===== config.mk =====
export PLATFORM = sky130hd
export DESIGN_NAME = ex_muldiv_seq
export DESIGN_NICKNAME = d
export VERILOG_FILES = /design/src/rtl/ex_muldiv_seq.sv
export SDC_FILE = /design/constraint.sdc
export NUM_CORES = 1
export LEC_CHECK = 0
export BUFFER_PORTS_ARGS = -buffer_cell sky130_fd_sc_hd__buf_4
export CAP_MARGIN = 15
export CORE_ASPECT_RATIO = 1.2
export CORE_MARGIN = 2
export CORE_UTILIZATION = 53
export CTS_CLUSTER_DIAMETER = 100
export CTS_CLUSTER_SIZE = 24
export DETAILED_ROUTE_END_ITERATION = 7
export PLACE_DENSITY_LB_ADDON = 0.08
export SYNTH_ARGS = -nofsm -noshare
export SYNTH_HDL_FRONTEND = slang
export SYNTH_SLANG_ARGS = --single-unit

===== constraint.sdc =====
create_clock -name clk -period 8.65 [get_ports clk]
set_input_delay 0 -clock clk [delete_from_list [all_inputs] [get_ports clk]]
set_output_delay 0 -clock clk [all_outputs]
set_load 0.03 [all_outputs]

===== src/rtl/ex_muldiv_seq.sv =====
// Iterative RV32M multiply/divide sequencer for the EX stage.
// A shift-add multiply or restoring divide retires one bit per cycle. The
// pipeline is stalled until a one-cycle done pulse presents result/rd_addr_out.
module ex_muldiv_seq #(
  parameter int unsigned XLEN  = 32,
  parameter int unsigned CNT_W = 6
) (
  input  logic            clk,
  input  logic            rst,
  input  logic            start,
  input  logic [2:0]      op,
  input  logic [XLEN-1:0] a,
  input  logic [XLEN-1:0] b,
  input  logic [4:0]      rd_addr_in,
  input  logic            flush,
  output logic            busy,
  output logic            stall_out,
  output logic            done,
  output logic [XLEN-1:0] result,
  output logic [4:0]      rd_addr_out
);

  localparam logic [2:0] OP_MUL    = 3'd0;
  localparam logic [2:0] OP_MULH   = 3'd1;
  localparam logic [2:0] OP_MULHSU = 3'd2;
  localparam logic [2:0] OP_DIV    = 3'd4;
  localparam logic [2:0] OP_REM    = 3'd6;

  localparam logic [XLEN-1:0]  SMIN     = {1'b1, {(XLEN-1){1'b0}}};
  localparam logic [CNT_W-1:0] CNT_INIT = CNT_W'(XLEN);

  typedef enum logic [2:0] {
    S_IDLE,
    S_PREP,
    S_CALC,
    S_FIX,
    S_DONE
  } state_t;

  state_t            state_q, state_d;
  logic [2:0]        op_q, op_d;
  logic [XLEN-1:0]   a_q, a_d;
  logic [XLEN-1:0]   b_q, b_d;
  logic [4:0]        rd_q, rd_d;
  logic [2*XLEN-1:0] acc_q, acc_d;
  logic [XLEN-1:0]   dvs_q, dvs_d;
  logic              neg_q, neg_d;
  logic [CNT_W-1:0]  cnt_q, cnt_d;
  logic [XLEN-1:0]   result_q, result_d;
  logic [4:0]        rd_out_q, rd_out_d;

  // Operand sign handling (evaluated in PREP from latched operands)
  logic            a_signed, b_signed, a_neg, b_neg, is_div, is_sdiv;
  logic            div_by_zero, div_ovf;
  logic [XLEN-1:0] a_mag, b_mag, special_res;

  assign a_signed    = (op_q == OP_MULH) | (op_q == OP_MULHSU) | (op_q == OP_DIV) | (op_q == OP_REM);
  assign b_signed    = (op_q == OP_MULH) | (op_q == OP_DIV) | (op_q == OP_REM);
  assign a_neg       = a_signed & a_q[XLEN-1];
  assign b_neg       = b_signed & b_q[XLEN-1];
  assign a_mag       = a_neg ? (-a_q) : a_q;
  assign b_mag       = b_neg ? (-b_q) : b_q;
  assign is_div      = op_q[2];
  assign is_sdiv     = (op_q == OP_DIV) | (op_q == OP_REM);
  assign div_by_zero = is_div & (b_q == '0);
  assign div_ovf     = is_sdiv & (a_q == SMIN) & (b_q == '1);
  assign special_res = div_by_zero ? (op_q[1] ? a_q : '1) : (op_q[1] ? '0 : SMIN);

  // One multiply step: conditional add into the upper half, then shift right
  logic [XLEN-1:0]   mul_add;
  logic [XLEN:0]     mul_sum;
  logic [2*XLEN-1:0] mul_nx;

  assign mul_add = acc_q[0] ? dvs_q : '0;
  assign mul_sum = {1'b0, acc_q[2*XLEN-1:XLEN]} + {1'b0, mul_add};
  assign mul_nx  = {mul_sum, acc_q[XLEN-1:1]};

  // One restoring-divide step. The shifted remainder can reach XLEN+1 bits
  // when the divisor exceeds 2^(XLEN-1); the compare uses the full width,
  // while the kept difference always fits in XLEN bits.
  logic [XLEN:0]     div_sh;
  logic              div_ge;
  logic [XLEN-1:0]   div_diff;
  logic [2*XLEN-1:0] div_nx;

  assign div_sh   = acc_q[2*XLEN-1:XLEN-1];
  assign div_ge   = div_sh >= {1'b0, dvs_q};
  assign div_diff = div_sh[XLEN-1:0] - dvs_q;
  assign div_nx   = {(div_ge ? div_diff : div_sh[XLEN-1:0]), acc_q[XLEN-2:0], div_ge};

  // Final sign fix-up and word selection
  logic [2*XLEN-1:0] prod_fix;
  logic [XLEN-1:0]   mul_res, div_raw, div_res, fix_res;

  assign prod_fix = neg_q ? (-acc_q) : acc_q;
  assign mul_res  = (op_q[1:0] == 2'd0) ? prod_fix[XLEN-1:0] : prod_fix[2*XLEN-1:XLEN];
  assign div_raw  = op_q[1] ? acc_q[2*XLEN-1:XLEN] : acc_q[XLEN-1:0];
  assign div_res  = neg_q ? (-div_raw) : div_raw;
  assign fix_res  = is_div ? div_res : mul_res;

  // Next-state and datapath update; flush overrides everything outside IDLE
  always_comb begin
    state_d  = state_q;
    op_d     = op_q;
    a_d      = a_q;
    b_d      = b_q;
    rd_d     = rd_q;
    acc_d    = acc_q;
    dvs_d    = dvs_q;
    neg_d    = neg_q;
    cnt_d    = cnt_q;
    result_d = result_q;
    rd_out_d = rd_out_q;

    unique case (state_q)
      S_IDLE: begin
        if (start && !flush) begin
          op_d    = op;
          a_d     = a;
          b_d     = b;
          rd_d    = rd_addr_in;
          state_d = S_PREP;
        end
      end
      S_PREP: begin
        if (div_by_zero || div_ovf) begin
          result_d = special_res;
          rd_out_d = rd_q;
          state_d  = S_DONE;
        end else begin
          acc_d   = {{XLEN{1'b0}}, a_mag};
          dvs_d   = b_mag;
          neg_d   = is_div ? (op_q[1] ? a_neg : (a_neg ^ b_neg)) : (a_neg ^ b_neg);
          cnt_d   = CNT_INIT;
          state_d = S_CALC;
        end
      end
      S_CALC: begin
        acc_d = is_div ? div_nx : mul_nx;
        cnt_d = cnt_q - CNT_W'(1);
        if (cnt_q == CNT_W'(1)) begin
          state_d = S_FIX;
        end
      end
      S_FIX: begin
        result_d = fix_res;
        rd_out_d = rd_q;
        state_d  = S_DONE;
      end
      S_DONE: begin
        state_d = S_IDLE;
      end
      default: begin
        state_d = S_IDLE;
      end
    endcase

    // An abort discards any result being committed this cycle; in DONE the
    // result was already committed, so done still pulses.
    if (flush && (state_q != S_IDLE)) begin
      state_d  = S_IDLE;
      result_d = result_q;
      rd_out_d = rd_out_q;
    end
  end

  // State and datapath registers, cleared asynchronously
  always_ff @(posedge clk or negedge rst) begin
    if (!rst) begin
      state_q  <= S_IDLE;
      op_q     <= '0;
      a_q      <= '0;
      b_q      <= '0;
      rd_q     <= '0;
      acc_q    <= '0;
      dvs_q    <= '0;
      neg_q    <= 1'b0;
      cnt_q    <= '0;
      result_q <= '0;
      rd_out_q <= '0;
    end else begin
      state_q  <= state_d;
      op_q     <= op_d;
      a_q      <= a_d;
      b_q      <= b_d;
      rd_q     <= rd_d;
      acc_q    <= acc_d;
      dvs_q    <= dvs_d;
      neg_q    <= neg_d;
      cnt_q    <= cnt_d;
      result_q <= result_d;
      rd_out_q <= rd_out_d;
    end
  end

  assign busy        = (state_q != S_IDLE);
  assign stall_out   = busy | (start & (state_q == S_IDLE));
  assign done        = (state_q == S_DONE);
  assign result      = result_q;
  assign rd_addr_out = rd_out_q;

endmodule


# ---- After elaboration in Yosys (flattened, before gate mapping)
# Cells that the tools add are included.
dict set report totals {
  elab_cells 93
  in_bits 76
  output_inout_bits 40
  regBits 215
}
dict set report classes {
  eq_ne 15
  n_addsub 7
  order_cmp 1
  bitwise_logic 16
  mux 28
  n_reduce_logical 15
}
# operator n
set ops {}
lappend ops {{32-bit 2-to-1 mux} 12}
lappend ops {{64-bit 2-to-1 mux} 3}
lappend ops {{64-bit case mux with 2 select lines} 1}
lappend ops {{32-bit negator} 3}
lappend ops {{32-bit equality test (second input constant)} 2}
lappend ops {{64-bit negator} 1}
lappend ops {{32-bit case mux with 2 select lines} 1}
lappend ops {{32-bit by 32-bit adder with 33-bit output} 1}
lappend ops {{33-bit by 32-bit >= comparator with 1-bit output} 1}
lappend ops {{32-bit logical NOT} 1}
lappend ops {{32-bit subtractor} 1}
lappend ops {{3-bit 2-to-1 mux} 4}
lappend ops {{3-bit case mux with 4 select lines} 1}
lappend ops {{6-bit case mux with 2 select lines} 1}
lappend ops {{5-bit case mux with 2 select lines} 1}
lappend ops {{3-bit by 2-bit equality test with 1-bit output (second input constant)} 3}
lappend ops {{3-bit equality test (second input constant)} 3}
lappend ops {{2-bit AND reduction} 4}
lappend ops {{1-bit bitwise OR} 7}
lappend ops {{1-bit bitwise AND} 6}
lappend ops {{3-bit by 1-bit equality test with 1-bit output (second input constant)} 2}
lappend ops {{6-bit by 1-bit equality test with 1-bit output (second input constant)} 1}
lappend ops {{6-bit 2-to-1 mux} 1}
lappend ops {{3-bit != test (second input constant)} 2}
lappend ops {{other kinds (14)} 19}

# ---- Depth between registers and ports, before layout
dict set report depth {
  depth_word 8
  depth_mapped 15
  ltp_nobuf 12
}

# ---- Least setup slack after synthesis
# OpenSTA, ideal clock, no wires.
dict set report synth_timing {
  path_kind {reg-to-reg}
  from {reg op_q[1]}
  to {reg result_q[26], in the netlist result[26]}
  setup_time_ns 0.065
  t_arrival_ns 4.554
  n_path_buf 6
  setup_slack_ns 4.031
  path_stages_with_launch 16
  t_required_ns 8.585
  synth_period_minus_slack_ns 4.619
  cell_sequence {dfrtp_1 buf_1 buf_2 buf_2 buf_1 buf_1 clkbuf_1 mux2i_1 ha_1 o21ai_0 nand4bb_1 or3_1 o41ai_1 xor2_1 a221oi_1 o22a_1}
}
dict set report synth_via {
  elab_chain_len 7
  word_cells_on_any_way 18
  cone_classes {1 x add/sub; 3 x eq/ne; 8 x mux; 3 x bitwise; 3 x reduce/logical}
}
# element line_no
set synth_rtl {}
lappend synth_rtl {{from (decl)} 41} ;# logic [2:0] op_q, op_d;
lappend synth_rtl {{from (signal assigned)} 183} ;# op_q <= op_d;
lappend synth_rtl {{parallel branches: the longest is 7 deep, another holds 32-bit negator} -}
lappend synth_rtl {{to (signal assigned)} 191} ;# result_q <= result_d;
lappend synth_rtl {{to (decl)} 49} ;# logic [XLEN-1:0] result_q, result_d;
# Several ways; the timed one is not identified. The select of a mux whose other input is x is not followed.
# A chain may end at the register's enable or synchronous reset.

# ---- Final worst setup path
dict set report layout_timing {
  from {reg a_q[1]}
  to {reg result_q[26], in the netlist result[26]}
}
dict set report layout_via {
  elab_chain_len 6
}
# element line_no
set layout_rtl {}
lappend layout_rtl {{from (decl)} 42} ;# logic [XLEN-1:0] a_q, a_d;
lappend layout_rtl {{from (signal assigned)} 172} ;# a_q <= '0;
lappend layout_rtl {{from (signal assigned)} 184} ;# a_q <= a_d;
lappend layout_rtl {{32-bit equality test} 66} ;# assign div_ovf = is_sdiv & (a_q == SMIN) & (b_q == '1);
lappend layout_rtl {{1-bit bitwise AND (2 in a row)} 66}
lappend layout_rtl {{1-bit logical OR} 126} ;# if (div_by_zero || div_ovf) begin
lappend layout_rtl {{2-bit != test (no line)} -}
lappend layout_rtl {{3-bit AND reduction (no line)} -}
# Every way passes these cells.

==> impl_metrics.ini <==
[timing]
worstMarginPinSlew_ns = 1.17
timing.hold.ws_ns = 0.106
skew_ns = 0.0246
hold_violations = 0
slew_headroom_pct = 21.8
setup_violations = 0
layout_setup_ws_ns = 4.29
period_needed_ns = 4.36
slew_viol_final = 0
tns_ns = 0
rsz0062_at_grt = false
period_share_pct = 50.4
max_freq_ghz = 0.229

[clocking]
post_cts_buffers = 0
htree_num_levels = 1
clk_pin_slew_worst_paths_ns = 0.10
holdBufCountCts = 74
clockBufferDepth = 3
numCtsBuffers = 13
insertion_delay_ns = 0.51
cts-root-buf = clkbuf_16
ctsResizeCount = 0
cts_tree = done
clock-sinks = 215

[route]
post_drt_wl_per_cell_um = 23.6
vias_per_cell = 6.46
vias = 17533
drc = 0
postRouteAntennaNets = 0
wirelength_um = 64000
first_pass_iters = 6
drt_iter0_markers = 1412

[worst_setup_path]
path_max_fanout = 58
critPathLaunchType = flop
critPathLaunch = a_q[1]
reg2reg_slack_ns = 4.29
arrival_ns = 4.75
r2r-start = a_q[1]
r2r_end = result[26]
reg2reg_depth = 11
worstPathRequired_ns = 9.04
cp-end-kind = flop
crit_end = result[26]
critPathKind = reg -> reg

[floorplanning]
boundaryPins = 116
core_um2 = 33900
placement_rows = 74
die_x_um = 173
fp.dieArea_um2 = 35700
fp.dieH_um = 206
start_util_pct = 53.4

[grt]
grt_pass1_vias = 17156
antenna_found_initial = 0
grt_pass1_wl_um = 98900
grt_overflow = 0
track_usage_pct = 35.4
grt_max_degree = 106

[synthesis]
synth_edf_count = 0
yosys_warnings = 0
synth_seq_cells = 215
avgSynthCellArea_um2 = 8.24
netlist_instances = 2198
ys_seq_area_share_pct = 29.7
synth_nets = 2347
synth_ff_type = dfrtp_1
synthesis.area_um2 = 18100
yosysUniqueCellTypes = 82
synthArstFlopShare_pct = 100

[power]
power_leakage_nw = 8.55
pwr_density_cell_nw_per_um2 = 377
vdd_drop_max_uv = 179

[final_layout]
fill_cells = 3084
drive_gt1_share_pct = 12.0
final_nets = 2403
diodes = 0
fin_area_um2 = 20200
syn_to_final_growth_pct = 11.7

[run_status]
status = finished clean

[placement]
gp_congestion = 0.951
dp_hpwl_um = 46600
port_buffers = 115
pre_cts_ws_ns = 4.01
postPlaceCellArea_um2 = 19100

[job]
maxCapViolCount = 0

[worst_hold_path]
hold_path.class = in -> async
## cells in the final DEF, fill, tap and decap left out, types with 23 or more instances in the layout
cell and n:
dfrtp_1 212, nand4_1 29, o211ai_1 67, a31oi_1 26, or3_1 26, nand3_1 34, o41ai_1 23, mux2_2 75
nand2_1 200, inv_1 61, buf_4 135, xnor2_1 103, a211oi_1 24, mux2i_1 69, xor2_1 89, dlygate4sd3_1 74
nand2b_1 24, o21ai_0 204, ha_1 71, a21oi_1 115, a21o_1 43, nor2_1 155, nor3_1 74, o31ai_1 44
## how the worst min path moves through the flow
stage | startpoint | endpoint | slack, ns | depth (start not counted)
detailed placement | rst | a_q[23] | 0.11 | 1
finish | rst | a_q[23] | 0.11 | 2
global route | rst | a_q[23] | 0.20 | 2
CTS | rst | a_q[23] | 0.16 | 2
global placement | rst | a_q[23] | 0.10 | 1
floorplan | rst | a_q[0] | -0.30 | 0
## metal layers
layer	routed length [um]	GRT usage [%]	vias to the layer above	share of wire [%]
met1	24800	41.3	8520	39
met5	0	0	-	0
met4	5130	25.3	0	8.0
li1	-	-	8160	-
met2	30600	61.1	661	48
met3	3420	3.83	192	5.3
## kinds of logic after synthesis
logic type | count (synthesis) | share of synthesized area [%]
muxes | 144 | 8.48
DFF | 215 | 29.7
AOI/OAI and AO/OA | 667 | 24.0
adders and majority gates | 73 | 5.13
buffers and inverters | 231 | 4.90
xor gates and xnor gates | 192 | 9.29
and+or+nand+nor | 676 | 18.5
## worst max-delay path: stages (launching register included)
cell,delay (ns)
dfrtp_1,0.42
inv_1,0.11
ha_1,0.17
or3b_2,0.51
nor4_1,0.56
nand4b_1,0.44
nor4_1,0.58
o31ai_4,0.07
buf_4,0.36
clkinv_1,0.55
o21ai_0,0.23
o22a_1,0.21
## layout make-up
cell class	count	area, um2	share of cell area (%)
well taps	456	571	2.82
repair buffers	210	1770	8.75
clock buffers	18	374	1.85
inverters	62	233	1.15
multi-input cells	1752	11900	58.7
flip-flops and latches	215	5390	26.6
clock inverters	2	25.0	0.124
## metrics by stage
stage / cells / util (%) / power (W)
finish: 2715 / 59.7 / 0.00763
global route: 2715 / 59.7 / 0.00816
CTS: 2714 / 59.7 / 0.00754
detailed placement: 2620 / 56.3 / 0.00681
global placement: 2620 / 56.3 / 0.00674
floorplan: 2198 / - / 0.00543
## Yosys cell counts, types with 61 or more instances
master	instances	area, um2
a21oi_1	115	576
clkbuf_1	152	571
dfrtp_1	215	5380
ha_1	71	888
inv_1	61	229
mux2_2	75	845
mux2i_1	69	691
nand2_1	200	751
nor2_1	156	586
nor3_1	74	370
o211ai_1	67	503
o21ai_0	204	1020
xnor2_1	103	902
xor2_1	89	780
## flip-flops by register name, summed over array words and instances, names as in the netlist
name	flops
state_q	3
cnt_q	6
neg_q	1
rd_q	5
b_q	32
dvs_q	32
a_q	32
acc_q	64
result	32
op_q	3
rd_addr_out	5
## power by group
group / internal, W / switching (W)
registers: 0.00136 / 0.000734
clock network: 0.000310 / 0.000372
logic: 0.00194 / 0.00292
Power figures use the tool's default switching activity.
